==> src/rtl/v_tile.sv <==
// Vector CGRA tile: two neighbour ports fill an operand register file, a config
// port picks the lane split, and a start edge launches one SIMD add.
module v_tile #(
  parameter int width        = 16,
  parameter int num_inputs   = 4,
  parameter int num_regs     = 16,
  parameter int total_inputs = 8
) (
  input  logic                               clk,
  input  logic                               reset,
  input  logic                               on_off,
  input  logic                               write_en1,
  output logic                               write_rdy1,
  input  logic [num_inputs-1:0][width-1:0]   w_data_in1,
  output logic                               write_ack1,
  input  logic                               write_en2,
  output logic                               write_rdy2,
  input  logic [num_inputs-1:0][width-1:0]   w_data_in2,
  output logic                               write_ack2,
  input  logic                               write_en3,
  output logic                               write_rdy3,
  input  logic [width-1:0]                   w_data_in3,
  output logic                               write_ack3,
  output logic [num_inputs-1:0][width-1:0]   adder_outputs,
  output logic [3:0]                         dest_info,
  output logic                               adder_ack
);

  localparam logic [1:0] MODE_2X32 = 2'd1;
  localparam logic [1:0] MODE_1X64 = 2'd3;
  localparam int         B_BASE    = total_inputs - num_inputs;

  logic [width-1:0]                 regs_q [num_regs];
  logic [width-1:0]                 regs_d [num_regs];
  logic [1:0]                       mode_q, mode_d;
  logic [3:0]                       dest_q, dest_d;
  logic                             prev_on_q, prev_on_d;
  logic                             busy_q, busy_d;
  logic [1:0]                       cnt_q, cnt_d;
  logic [num_inputs-1:0][width-1:0] pend_q, pend_d;
  logic [num_inputs-1:0][width-1:0] out_q, out_d;
  logic                             ack_q, ack_d;
  logic                             wack1_q, wack1_d;
  logic                             wack2_q, wack2_d;
  logic                             wack3_q, wack3_d;

  logic                             ready;
  logic                             start;
  logic [num_inputs-1:0][width-1:0] sum;
  logic [1:0]                       lat_m1;
  logic                             unused_cfg;

  assign unused_cfg = ^{w_data_in3[width-1:8], w_data_in3[3:2]};

  assign ready      = reset && !busy_q;
  assign write_rdy1 = ready;
  assign write_rdy2 = ready;
  assign write_rdy3 = ready;
  assign start      = ready && on_off && !prev_on_q;

  // Segmented adder: carry may enter a 16-bit segment only when that segment
  // continues a wider lane; mode 2 (reserved) falls through to 4x16b.
  always_comb begin : seg_adder
    logic             carry;
    logic             cin;
    logic [width:0]   seg;
    carry = 1'b0;
    cin   = 1'b0;
    seg   = '0;
    sum   = '0;
    for (int i = 0; i < num_inputs; i++) begin
      if (i == 0)                   cin = 1'b0;
      else if (mode_q == MODE_1X64) cin = carry;
      else if (mode_q == MODE_2X32) cin = (i % 2 == 1) ? carry : 1'b0;
      else                          cin = 1'b0;
      seg    = {1'b0, regs_q[i]} + {1'b0, regs_q[B_BASE+i]} + {{width{1'b0}}, cin};
      sum[i] = seg[width-1:0];
      carry  = seg[width];
    end
  end

  always_comb begin
    case (mode_q)
      MODE_2X32: lat_m1 = 2'd1;
      MODE_1X64: lat_m1 = 2'd2;
      default:   lat_m1 = 2'd0;
    endcase
  end

  always_comb begin
    regs_d    = regs_q;
    mode_d    = mode_q;
    dest_d    = dest_q;
    prev_on_d = on_off;
    busy_d    = busy_q;
    cnt_d     = cnt_q;
    pend_d    = pend_q;
    out_d     = out_q;
    ack_d     = ack_q;
    wack1_d   = write_en1 && ready;
    wack2_d   = write_en2 && ready;
    wack3_d   = write_en3 && ready;

    if (wack1_d)
      for (int i = 0; i < num_inputs; i++) regs_d[i] = w_data_in1[i];
    if (wack2_d)
      for (int i = 0; i < num_inputs; i++) regs_d[B_BASE+i] = w_data_in2[i];
    if (wack3_d) begin
      mode_d = w_data_in3[1:0];
      dest_d = w_data_in3[7:4];
    end

    // The sum is captured at the start edge so later writes cannot disturb it;
    // the counter only models the per-mode latency before it is published.
    if (start) begin
      busy_d = 1'b1;
      ack_d  = 1'b0;
      cnt_d  = lat_m1;
      pend_d = sum;
    end else if (busy_q) begin
      if (cnt_q == 2'd0) begin
        out_d  = pend_q;
        ack_d  = 1'b1;
        busy_d = 1'b0;
      end else begin
        cnt_d = cnt_q - 2'd1;
      end
    end
  end

  always_ff @(posedge clk) begin
    if (!reset) begin
      for (int i = 0; i < num_regs; i++) regs_q[i] <= '0;
      mode_q    <= '0;
      dest_q    <= '0;
      prev_on_q <= 1'b0;
      busy_q    <= 1'b0;
      cnt_q     <= '0;
      pend_q    <= '0;
      out_q     <= '0;
      ack_q     <= 1'b0;
      wack1_q   <= 1'b0;
      wack2_q   <= 1'b0;
      wack3_q   <= 1'b0;
    end else begin
      for (int i = 0; i < num_regs; i++) regs_q[i] <= regs_d[i];
      mode_q    <= mode_d;
      dest_q    <= dest_d;
      prev_on_q <= prev_on_d;
      busy_q    <= busy_d;
      cnt_q     <= cnt_d;
      pend_q    <= pend_d;
      out_q     <= out_d;
      ack_q     <= ack_d;
      wack1_q   <= wack1_d;
      wack2_q   <= wack2_d;
      wack3_q   <= wack3_d;
    end
  end

  assign adder_outputs = out_q;
  assign dest_info     = dest_q;
  assign adder_ack     = ack_q;
  assign write_ack1    = wack1_q;
  assign write_ack2    = wack2_q;
  assign write_ack3    = wack3_q;

endmodule

==> config.mk <==
export PLATFORM = sky130hd
export DESIGN_NAME = v_tile
export DESIGN_NICKNAME = d
export VERILOG_FILES = /design/src/rtl/v_tile.sv
export SDC_FILE = /design/constraint.sdc
export NUM_CORES = 1
export LEC_CHECK = 0
export CAP_MARGIN = 25
export CORE_MARGIN = 2
export CORE_UTILIZATION = 52
export DETAILED_ROUTE_END_ITERATION = 16
export PLACE_DENSITY = 0.86
export SYNTH_ARGS = -nofsm -noshare
export SYNTH_HDL_FRONTEND = slang
export SYNTH_SLANG_ARGS = --single-unit
==> constraint.sdc <==
create_clock -name clk -period 10.8 [get_ports clk]
set_input_delay 1.08 -clock clk [delete_from_list [all_inputs] [get_ports clk]]
set_output_delay 1.08 -clock clk [all_outputs]
set_load 0.02 [all_outputs]
After elaboration in Yosys (flattened, before gate mapping) --
Cells that the tools add are included.
Cells by class: add/sub/neg operators 8, multipliers 0, div/mod/pow operators 0, magnitude comparators 0, equality and inequality tests 3, shift operators 0, muxes and demuxes 12, bitwise operators 2, reductions and logical operators 14
Operators with widths (number):
- $add A16 B16 Y17 | 3
- $add A17 B1 Y17 | 2
- $add A16 B1 Y16 | 1
- $add A16 B16 Y16 | 1
- $mux W1 | 8
- $logic_and A1 B1 Y1 | 6
- $mux W2 | 3
- $pmux W2 S2 | 1
- $reduce_and A2 Y1 | 2
- $reduce_and A3 Y1 | 1
- $eq A2 B1 Y1 const B | 1
- $eq A2 B2 Y1 const B | 1
- $logic_not A1 Y1 | 2
- $logic_not A2 Y1 | 1
- $ne A2 B2 Y1 const B | 1
- $not A1 Y1 | 2
- $reduce_bool A2 Y1 | 1
- $reduce_or A2 Y1 | 1
- $sub A2 B1 Y2 const B | 1
Storage, ports and cells: bits in registers 270, latch bits 0, memory bits (writable) 0, memory bits (read-only) 0, input bits 150, output and inout port bits 75, logic and storage cells 64, memories 0

Depth between registers and ports, before layout --
Gate-level depths: netlist of the first run.
depth in word-level cells 9, gate-level depth with buffers 34, depth with buffers taken out 34

Worst setup path after synthesis of the first run --
OpenSTA, ideal clock, no wires.
path kind flip-flop to flip-flop, start reg regs_q[176] (netlist name), end reg pend_q[62] (netlist name), setup time 0.128 ns, data arrival time 7.584 ns, required time 10.672 ns, setup slack 3.088 ns, cell stages (with the launch flop) 35, path buffers 0, clock period less this slack 7.712 ns, path through dfxtp_1 ha_1 fa_1 a211o_1 a211oi_1 o211ai_1 nand2_1 o21ai_0 o311ai_0 fa_1 fa_1 nor2b_1 o31a_1 o22a_1 a211o_1 nand2b_1 a21boi_0 o21bai_1 fa_1 fa_1 nor2b_4 o31a_1 o22a_2 a221o_2 a31oi_4 o22ai_1 fa_1 fa_1 a211oi_1 nor2_1 o31a_1 a2111o_1 a21oi_1 xor2_1 o21ai_0
Between the ends: longest elaborated chain between the ends 9
RTL lines:
- from (decl) | line 33 | logic [width-1:0] regs_q [num_regs];
- $add A16 B16 Y17 * | line 76 | seg = {1'b0, regs_q[i]} + {1'b0, regs_q[B_BASE+i]} + {{width{1'b0}}, cin};
- $mux W1 | line 74 | else if (mode_q == MODE_2X32) cin = (i % 2 == 1) ? carry : 1'b0;
- $mux W1 * | line 73 | else if (mode_q == MODE_1X64) cin = carry;
- $add A17 B1 Y17 * | line 76
- $mux W1 * | line 73
- $add A17 B1 Y17 * | line 76
- $mux W1 | line 74
- $mux W1 * | line 73
- $add A16 B1 Y16 * | line 76
- to (signal assigned) | line 152 | pend_q <= pend_d;
- to (decl) | line 40 | logic [num_inputs-1:0][width-1:0] pend_q, pend_d;
Mark *: on every way between the ends. The rest lies on a longest branch, timed or not. A chain may end at the register's enable or synchronous reset.

Worst setup path in the final report of the first run --
Ends and elaborated chain as after synthesis.

==> key figures, run 1 <==
Yosys
  • Compound-Gate Fraction of Synth Area: roughly 16%
  • Synth Area in Adders: roughly 7.6%
  • Async SR Flop Fraction: 0%
  • Mapped Cells: 1464
  • Sequential share of the synthesized area: roughly 45%
  • Synth warn: 0
  • Register bit total from synthesis: between 200 and 300
  • Syn Nets: 1682
  • Post-synth top flop: dfxtp_1
  • Synth unique cells: between 50 and 60
  • Synth Area in XOR/XNOR: between 3 and 4%
  • Syn Std Cell Area: approximately 12000 sq um
  • Largest family of logic cells by synthesized area: simple AND/OR/NAND/NOR gates
  • Simple-gate portion of the synthesized area: 24.38%
  • Multiplexer share of the synthesized area: 0.08375%
  • Number of flops mapped to enable cells by yosys: 0
  • Avg Inst Size Synth: between 8 and 9 sq um

Timing
  • Final hold vios: 0
  • Achievable Freq: ~0.11 GHz
  • TNS Setup: 0 ps
  • RSZ-0062 raised after global routing: false
  • Final setup viols: 0
  • Final Max Tran Viols: 0
  • Worst clock skew: about 12 ps
  • Worst-Margin Slew: 1039 ps
  • Period utilisation layout: a little under nine tenths
  • Slew Limit Headroom: a little under a third
  • Post-layout min period: around 9000 ps

Clock tree
  • Worst-path clk slew: ~60 ps
  • Hold Buf Count CTS: 0
  • Clock Latency Late Sink: 540 ps
  • Root Driver: clkbuf_16
  • Post-CTS Resized: 0
  • Clk sinks: 270
  • Post-CTS Setup Bufs: 0
  • TritonCTS buffer count: 28
  • Longest Clk Path Bufs: 3
  • Clock tree from TritonCTS: yes
  • H-tree levels: 1

Min path
  • Worst hold path type: flip-flop to flip-flop
  • Hold Crit Start: pend_q[30]
  • Hold path cells: 2
  • Worst Hold End: pend_q[30]

Pwr
  • Reg power frac: around 45%
  • Power Dens Cells: between 150 and 200 nW/um^2
  • Maximum VDD drop: 111.2 uV
  • Pint: between 1.5 and 2 mW
  • Clock power frac: between 40% and 50%
  • Sw Share: roughly a quarter
  • Pwr Total: 2.460 mW
  • Sw Pwr: between 0.6 and 0.7 mW
  • Leak: about 6.5 nW
  • Comb pwr share: 13.2%

Placed design
  • Placed cells: ~1900
  • GPL Wtd Cong: 0.8699
  • Hpwl dp: about 21000 um
  • Port bufs: 214

Die
  • Die X: roughly 160 um
  • IO Pins: approximately 230
  • Core area: 22570 sq um
  • Core Rows: 55
  • DIE HEIGHT: between 150 and 200 um
  • Die area: around 24000 sq um
  • Initial core utilization: between 50% and 60%

Worst setup path
  • Slowest stage cell, crit path: o311ai_0
  • Critical path startpoint category: flip-flop
  • Critical path arrival: about 9600 ps
  • CP peak stage delay: about 640 ps
  • Register-to-Register Path Depth: 34
  • R2r startpoint: regs_q[176]
  • FF-to-FF setup slack: 1590 ps
  • Crit Path Max Fanout: 4
  • Most used cell, CP: fa_1
  • Worst EP required: approximately 11000 ps
  • CP Capture Type: flip-flop
  • Worst r2r dst: pend_q[62]
  • Type of the worst setup path: flip-flop to flip-flop

Finish
  • Fillers: 1810
  • Final net count: approximately 1900
  • Area Growth Syn to Fin: 27.86%
  • Share of cells above drive strength 1: 4.762%
  • Fin cells: ~1900

Global routing
  • Vias in the first global route: between 10000 and 15000
  • First-pass GRT wire length: ~50000 um
  • Overall global routing resource usage: 25.95%
  • Initial antenna violation count: 1
  • Total global routing overflow: 0
  • Pin count of the biggest net entering global routing: between 100 and 150

Detailed routing
  • Total Wirelength: 31660 um
  • Drt first pass iters: 5
  • WL met3: approximately 1900 um
  • Met2 WL: between 15000 and 20000 um
  • DRT iter0 DRCs: around 740
  • Vias per cell: about 5.5
  • DRC violations left: 0
  • Via Count: between 10000 and 15000
  • DR WL/cell: between 15 and 20 um
  • Routed met1 length: around 14000 um
  • Highest metal used: met4
  • DRT antenna net count: 0

Status
  • Status: finished, final reports clean

Job
  • Maximum Capacitance Violations: 0
-- cells in the mapped netlist, types with 19 or more instances --
library cell	count	share of area, %
a21boi_0	66	4.1
a21oi_1	33	1.4
buf_1	19	0.60
clkbuf_1	60	1.9
dfxtp_1	270	45
ha_1	61	6.4
inv_1	24	0.75
nand2_1	463	15
nand3_1	167	7.0
nor2_1	25	0.79
o21ai_0	77	3.2
xnor2_1	31	2.3
-- worst max path at each step --
stage,start,to,slack [ps],cells after the start
2_1_floorplan,regs_q[176],pend_q[62],3090,34
3_3_place_gp,regs_q[176],pend_q[62],1700,34
3_5_place_dp,regs_q[176],pend_q[62],1610,34
4_1_cts,regs_q[176],pend_q[62],1500,34
5_1_grt,regs_q[176],pend_q[62],970,34
6_report,regs_q[176],pend_q[62],1590,34
-- logic make-up (layout without fill, tap and decap cells) --
family,count (synthesis),after routing
and+or+nand+nor,692,692
AOI/OAI and AO/OA,281,281
DFF,270,270
buffers and inverters,106,301
adders and majority gates,68,68
xor gates and xnor gates,46,46
muxes,1,1
other,0,1
-- power by group through the flow --
stage                     logic [mW]  clock network [mW]  registers, mW
final                          0.324                1.04           1.10
after global routing           0.359                1.09           1.10
after CTS                      0.321                1.05           1.09
after detailed placement       0.318                   0           1.12
after global placement         0.309                   0           1.11
after floorplan                0.199                   0           1.11
-- routing by layer --
metal,GRT usage (%),up-vias
li1,-,5312
met3,3.833,69
met4,9.830,0
met5,0,-
met1,32.70,5032
met2,45.07,363
-- state kept, by name (all words and copies together) (netlist names) --
signal,cells
pend_q,64
write_ack3,1
write_ack2,1
adder_outputs,64
prev_on_q,1
adder_ack,1
write_ack1,1
busy_q,1
cnt_q,2
dest_info,4
regs_q,128
mode_q,2
-- cell usage in the layout, fill, tap and decap left out, drive strengths merged, types with 17 or more instances in the layout --
cell type	n
nand3	167
a21boi	66
clkbuf	41
nand2	463
o21ai	81
clkdlybuf4s50	213
xnor2	31
nor2	25
a21oi	34
ha	61
inv	24
a21o	17
dfxtp	270
-- critical path: cells and delay by family, from the launching register on --
kind	cells	cell delay (ps)
flops	1	320
simple gates	5	430
compound gates	20	5430
xor+xnor	1	170
fa+ha+maj	8	2690
-- per-stage QoR --
stage          util (%)  worst slack (ps)  instance area [sq um]  hold WS [ps]
2_1_floorplan         -              3088                  11950         424.9
3_3_place_gp      62.99              1701                  14220         434.6
3_5_place_dp      62.99              1609                  14220         444.7
4_1_cts           67.50              1500                  15240         453.5
5_1_grt           67.70             969.6                  15280         467.7
6_report          67.70              1587                  15280         449.4
-- layout make-up --
type / count / area, sq um / share of cell area (%)
inverter: 24 / 90.09 / 0.5895
clock inverter: 11 / 167.7 / 1.097
antenna: 1 / 2.502 / 0.01638
sequential: 270 / 5405 / 35.37
timing repair buffer: 225 / 2253 / 14.75
multi-input combinational: 1088 / 6155 / 40.28
clock buffer: 41 / 850.8 / 5.568
tap: 285 / 356.6 / 2.334
(Power assumes the default switching activity.)
==> run 2: changes to the inputs <==
--- a/config.mk
+++ b/config.mk
@@ -8,6 +8,7 @@
 export CAP_MARGIN = 25
 export CORE_MARGIN = 2
 export CORE_UTILIZATION = 52
+export CTS_CLUSTER_DIAMETER = 30
 export DETAILED_ROUTE_END_ITERATION = 16
 export PLACE_DENSITY = 0.86
 export SYNTH_ARGS = -nofsm -noshare
==> key figures, run 2 (same netlist as run 1, synthesis figures left out) <==
Status
  • Status: finished, final reports clean

Timing
  • Hold slack final: 446.0 ps (-3.340 ps)
  • Final hold vios: 0 (unchanged)
  • Final setup viols: 0 (unchanged)
  • Min setup slack post-route: 1586 ps (-1.200 ps)
  • Worst-Margin Slew: 1059 ps (+19.65 ps)
  • RSZ-0062 raised after global routing: false
  • Worst clock skew: 17.12 ps (+4.819 ps)
  • Slew Limit Headroom: 29.18% (-1.3 points)
  • TNS Setup: 0 ps (unchanged)
  • Achievable Freq: 0.1085 GHz (about the same)
  • Final Max Tran Viols: 0 (unchanged)
  • Post-layout min period: 9214 ps (+1.200 ps)
  • Period utilisation layout: 85.32% (about the same)

Global routing
  • Busiest grt layer: met2
  • Vias in the first global route: 10900 (+3.2%)
  • Overall global routing resource usage: 26.80% (+0.85 points)
  • Global routing usage on met1: 32.53% (-0.17 points)
  • Met2 Track Usage GR: 46.06% (+0.99 points)
  • Met3 Use GR: 5.083% (+1.3 points)
  • First-pass GRT wire length: 52900 um (+2.7%)
  • Initial antenna violation count: 1 (unchanged)
  • Pin count of the biggest net entering global routing: 129 (unchanged)
  • Total global routing overflow: 0 (unchanged)

Finish
  • Most common cell after layout, fill and taps aside: nand2_1
  • Final net count: 1875 (+1.1%)
  • Most frequent cells in the layout: nand2_1 (460), dfxtp_1 (270), clkdlybuf4s50_1 (213)
  • Fillers: 1709 (-5.6%)
  • Max FFs per register: 128 (unchanged)
  • Reg with most FFs: regs_q
  • Area Growth Syn to Fin: 33.17%
  • Share of cells above drive strength 1: 6.730% (+2.0 points)
  • Fin area: 15920 sq um (+4.2%)

Placed design
  • Hpwl dp: 21240 um (unchanged)
  • Placed Area: 14220 sq um (unchanged)
  • Dpl ws: 1609 ps (unchanged)
  • GPL Wtd Cong: 0.8699 (unchanged)
  • Port bufs: 214 (unchanged)

Worst setup path
  • Crit Path Max Fanout: 4 (unchanged)
  • Type of the worst setup path: flip-flop to flip-flop
  • Slowest stage cell, crit path: o311ai_0
  • Critical path startpoint category: flip-flop
  • Critical path arrival: 9600 ps (about the same)
  • CP Capture Type: flip-flop
  • CP peak stage delay: 670 ps (+30 ps)
  • Worst EP required: 11180 ps (about the same)
  • Most used cell, CP: fa_1

Detailed routing
  • DRC violations left: 0 (unchanged)
  • Vias per cell: 5.572 (+0.57%)
  • Via Count: 11040 (+2.5%)
  • DRT antenna net count: 0 (unchanged)
  • Drt first pass iters: 5 (unchanged)
  • DRT iter0 DRCs: 603 (-19%)
  • Total Wirelength: 32860 um (+3.8%)
  • DR WL/cell: 16.58 um (+1.8%)

Clock tree
  • Clock tree from TritonCTS: yes
  • Post-CTS Resized: 0 (unchanged)
  • Worst-path clk slew: 50 ps (about the same)
  • H-tree levels: 2 (+1)
  • Longest Clk Path Bufs: 3 (unchanged)
  • Hold Buf Count CTS: 0 (unchanged)
  • Clk sinks: 270 (unchanged)
  • Post-CTS Setup Bufs: 0 (unchanged)
  • Root Driver: clkbuf_16
  • Clock Latency Late Sink: 530 ps (about the same)
  • TritonCTS buffer count: 48 (+71%)

Die
  • Die X: 155.6 um (unchanged)
  • Initial core utilization: 52.95% (unchanged)
  • Core area: 22570 sq um (unchanged)
  • DIE HEIGHT: 155.6 um (unchanged)
  • Die area: 24210 sq um (unchanged)
  • Core Rows: 55 (unchanged)
  • IO Pins: 225 (unchanged)

Pwr
  • Leak: 6.848 nW (+4.6%)
  • Power Dens Cells: 184.1 nW/um^2 (+14%)
  • Maximum VDD drop: 111.2 uV (about the same)

Job
  • Maximum Capacitance Violations: 0 (unchanged)

Min path
  • Worst hold path type: flip-flop to flip-flop
[run 2: report_power, final]
group	total [mW]	internal, mW	switching, mW
clock network	1.50	0.995	0.510
registers	1.10	1.06	0.0381
logic	0.326	0.148	0.178
total	2.93	2.20	0.727
[run 2: layout make-up]
cell class | count | area (sq um) | share of cell area, %
Multi-Input combinational cell | 1088 | 6155 | 38.67
Sequential cell | 270 | 5405 | 33.96
Timing Repair Buffer | 225 | 2250 | 14.14
Clock buffer | 59 | 1324 | 8.318
Tap cell | 285 | 356.6 | 2.241
Clock inverter | 28 | 327.8 | 2.060
Inverter | 24 | 90.09 | 0.5660
Antenna cell | 3 | 7.507 | 0.04717
[run 2: final timing paths]
| path | cells after the start | endpoint | from | slack (ps) |
|---|---|---|---|---|
| hold reg to reg | 2 | pend_q[30] | pend_q[30] | 450 |
| setup / recovery | 34 | pend_q[62] | regs_q[176] | 1590 |
| hold / removal | 2 | pend_q[30] | pend_q[30] | 450 |
| setup reg to reg | 34 | pend_q[62] | regs_q[176] | 1590 |
[run 2: per-layer routing]
metal | share of wire [%] | vias up
li1 | - | 5377
met1 | 42 | 5168
met2 | 48 | 412
met3 | 6.0 | 87
met4 | 3.7 | 0
met5 | 0 | -
[run 2: through the flow]
stage	total power [mW]	utilization [%]	cells
2_1_floorplan	1.311	-	1464
3_3_place_gp	1.422	62.99	1890
3_5_place_dp	1.434	62.99	1890
4_1_cts	2.940	70.30	1977
5_1_grt	3.029	70.49	1980
6_report	2.930	70.51	1982
[run 2: worst max-delay path: cells and delay by family, from the launching register on]
| family | cells | cell delay (ps) |
|---|---|---|
| adder cells (fa/ha/maj) | 8 | 2680 |
| AO/OA/AOI/OAI | 20 | 5510 |
| flip-flops | 1 | 320 |
| XOR/XNOR | 1 | 150 |
| AND/OR/NAND/NOR | 5 | 420 |
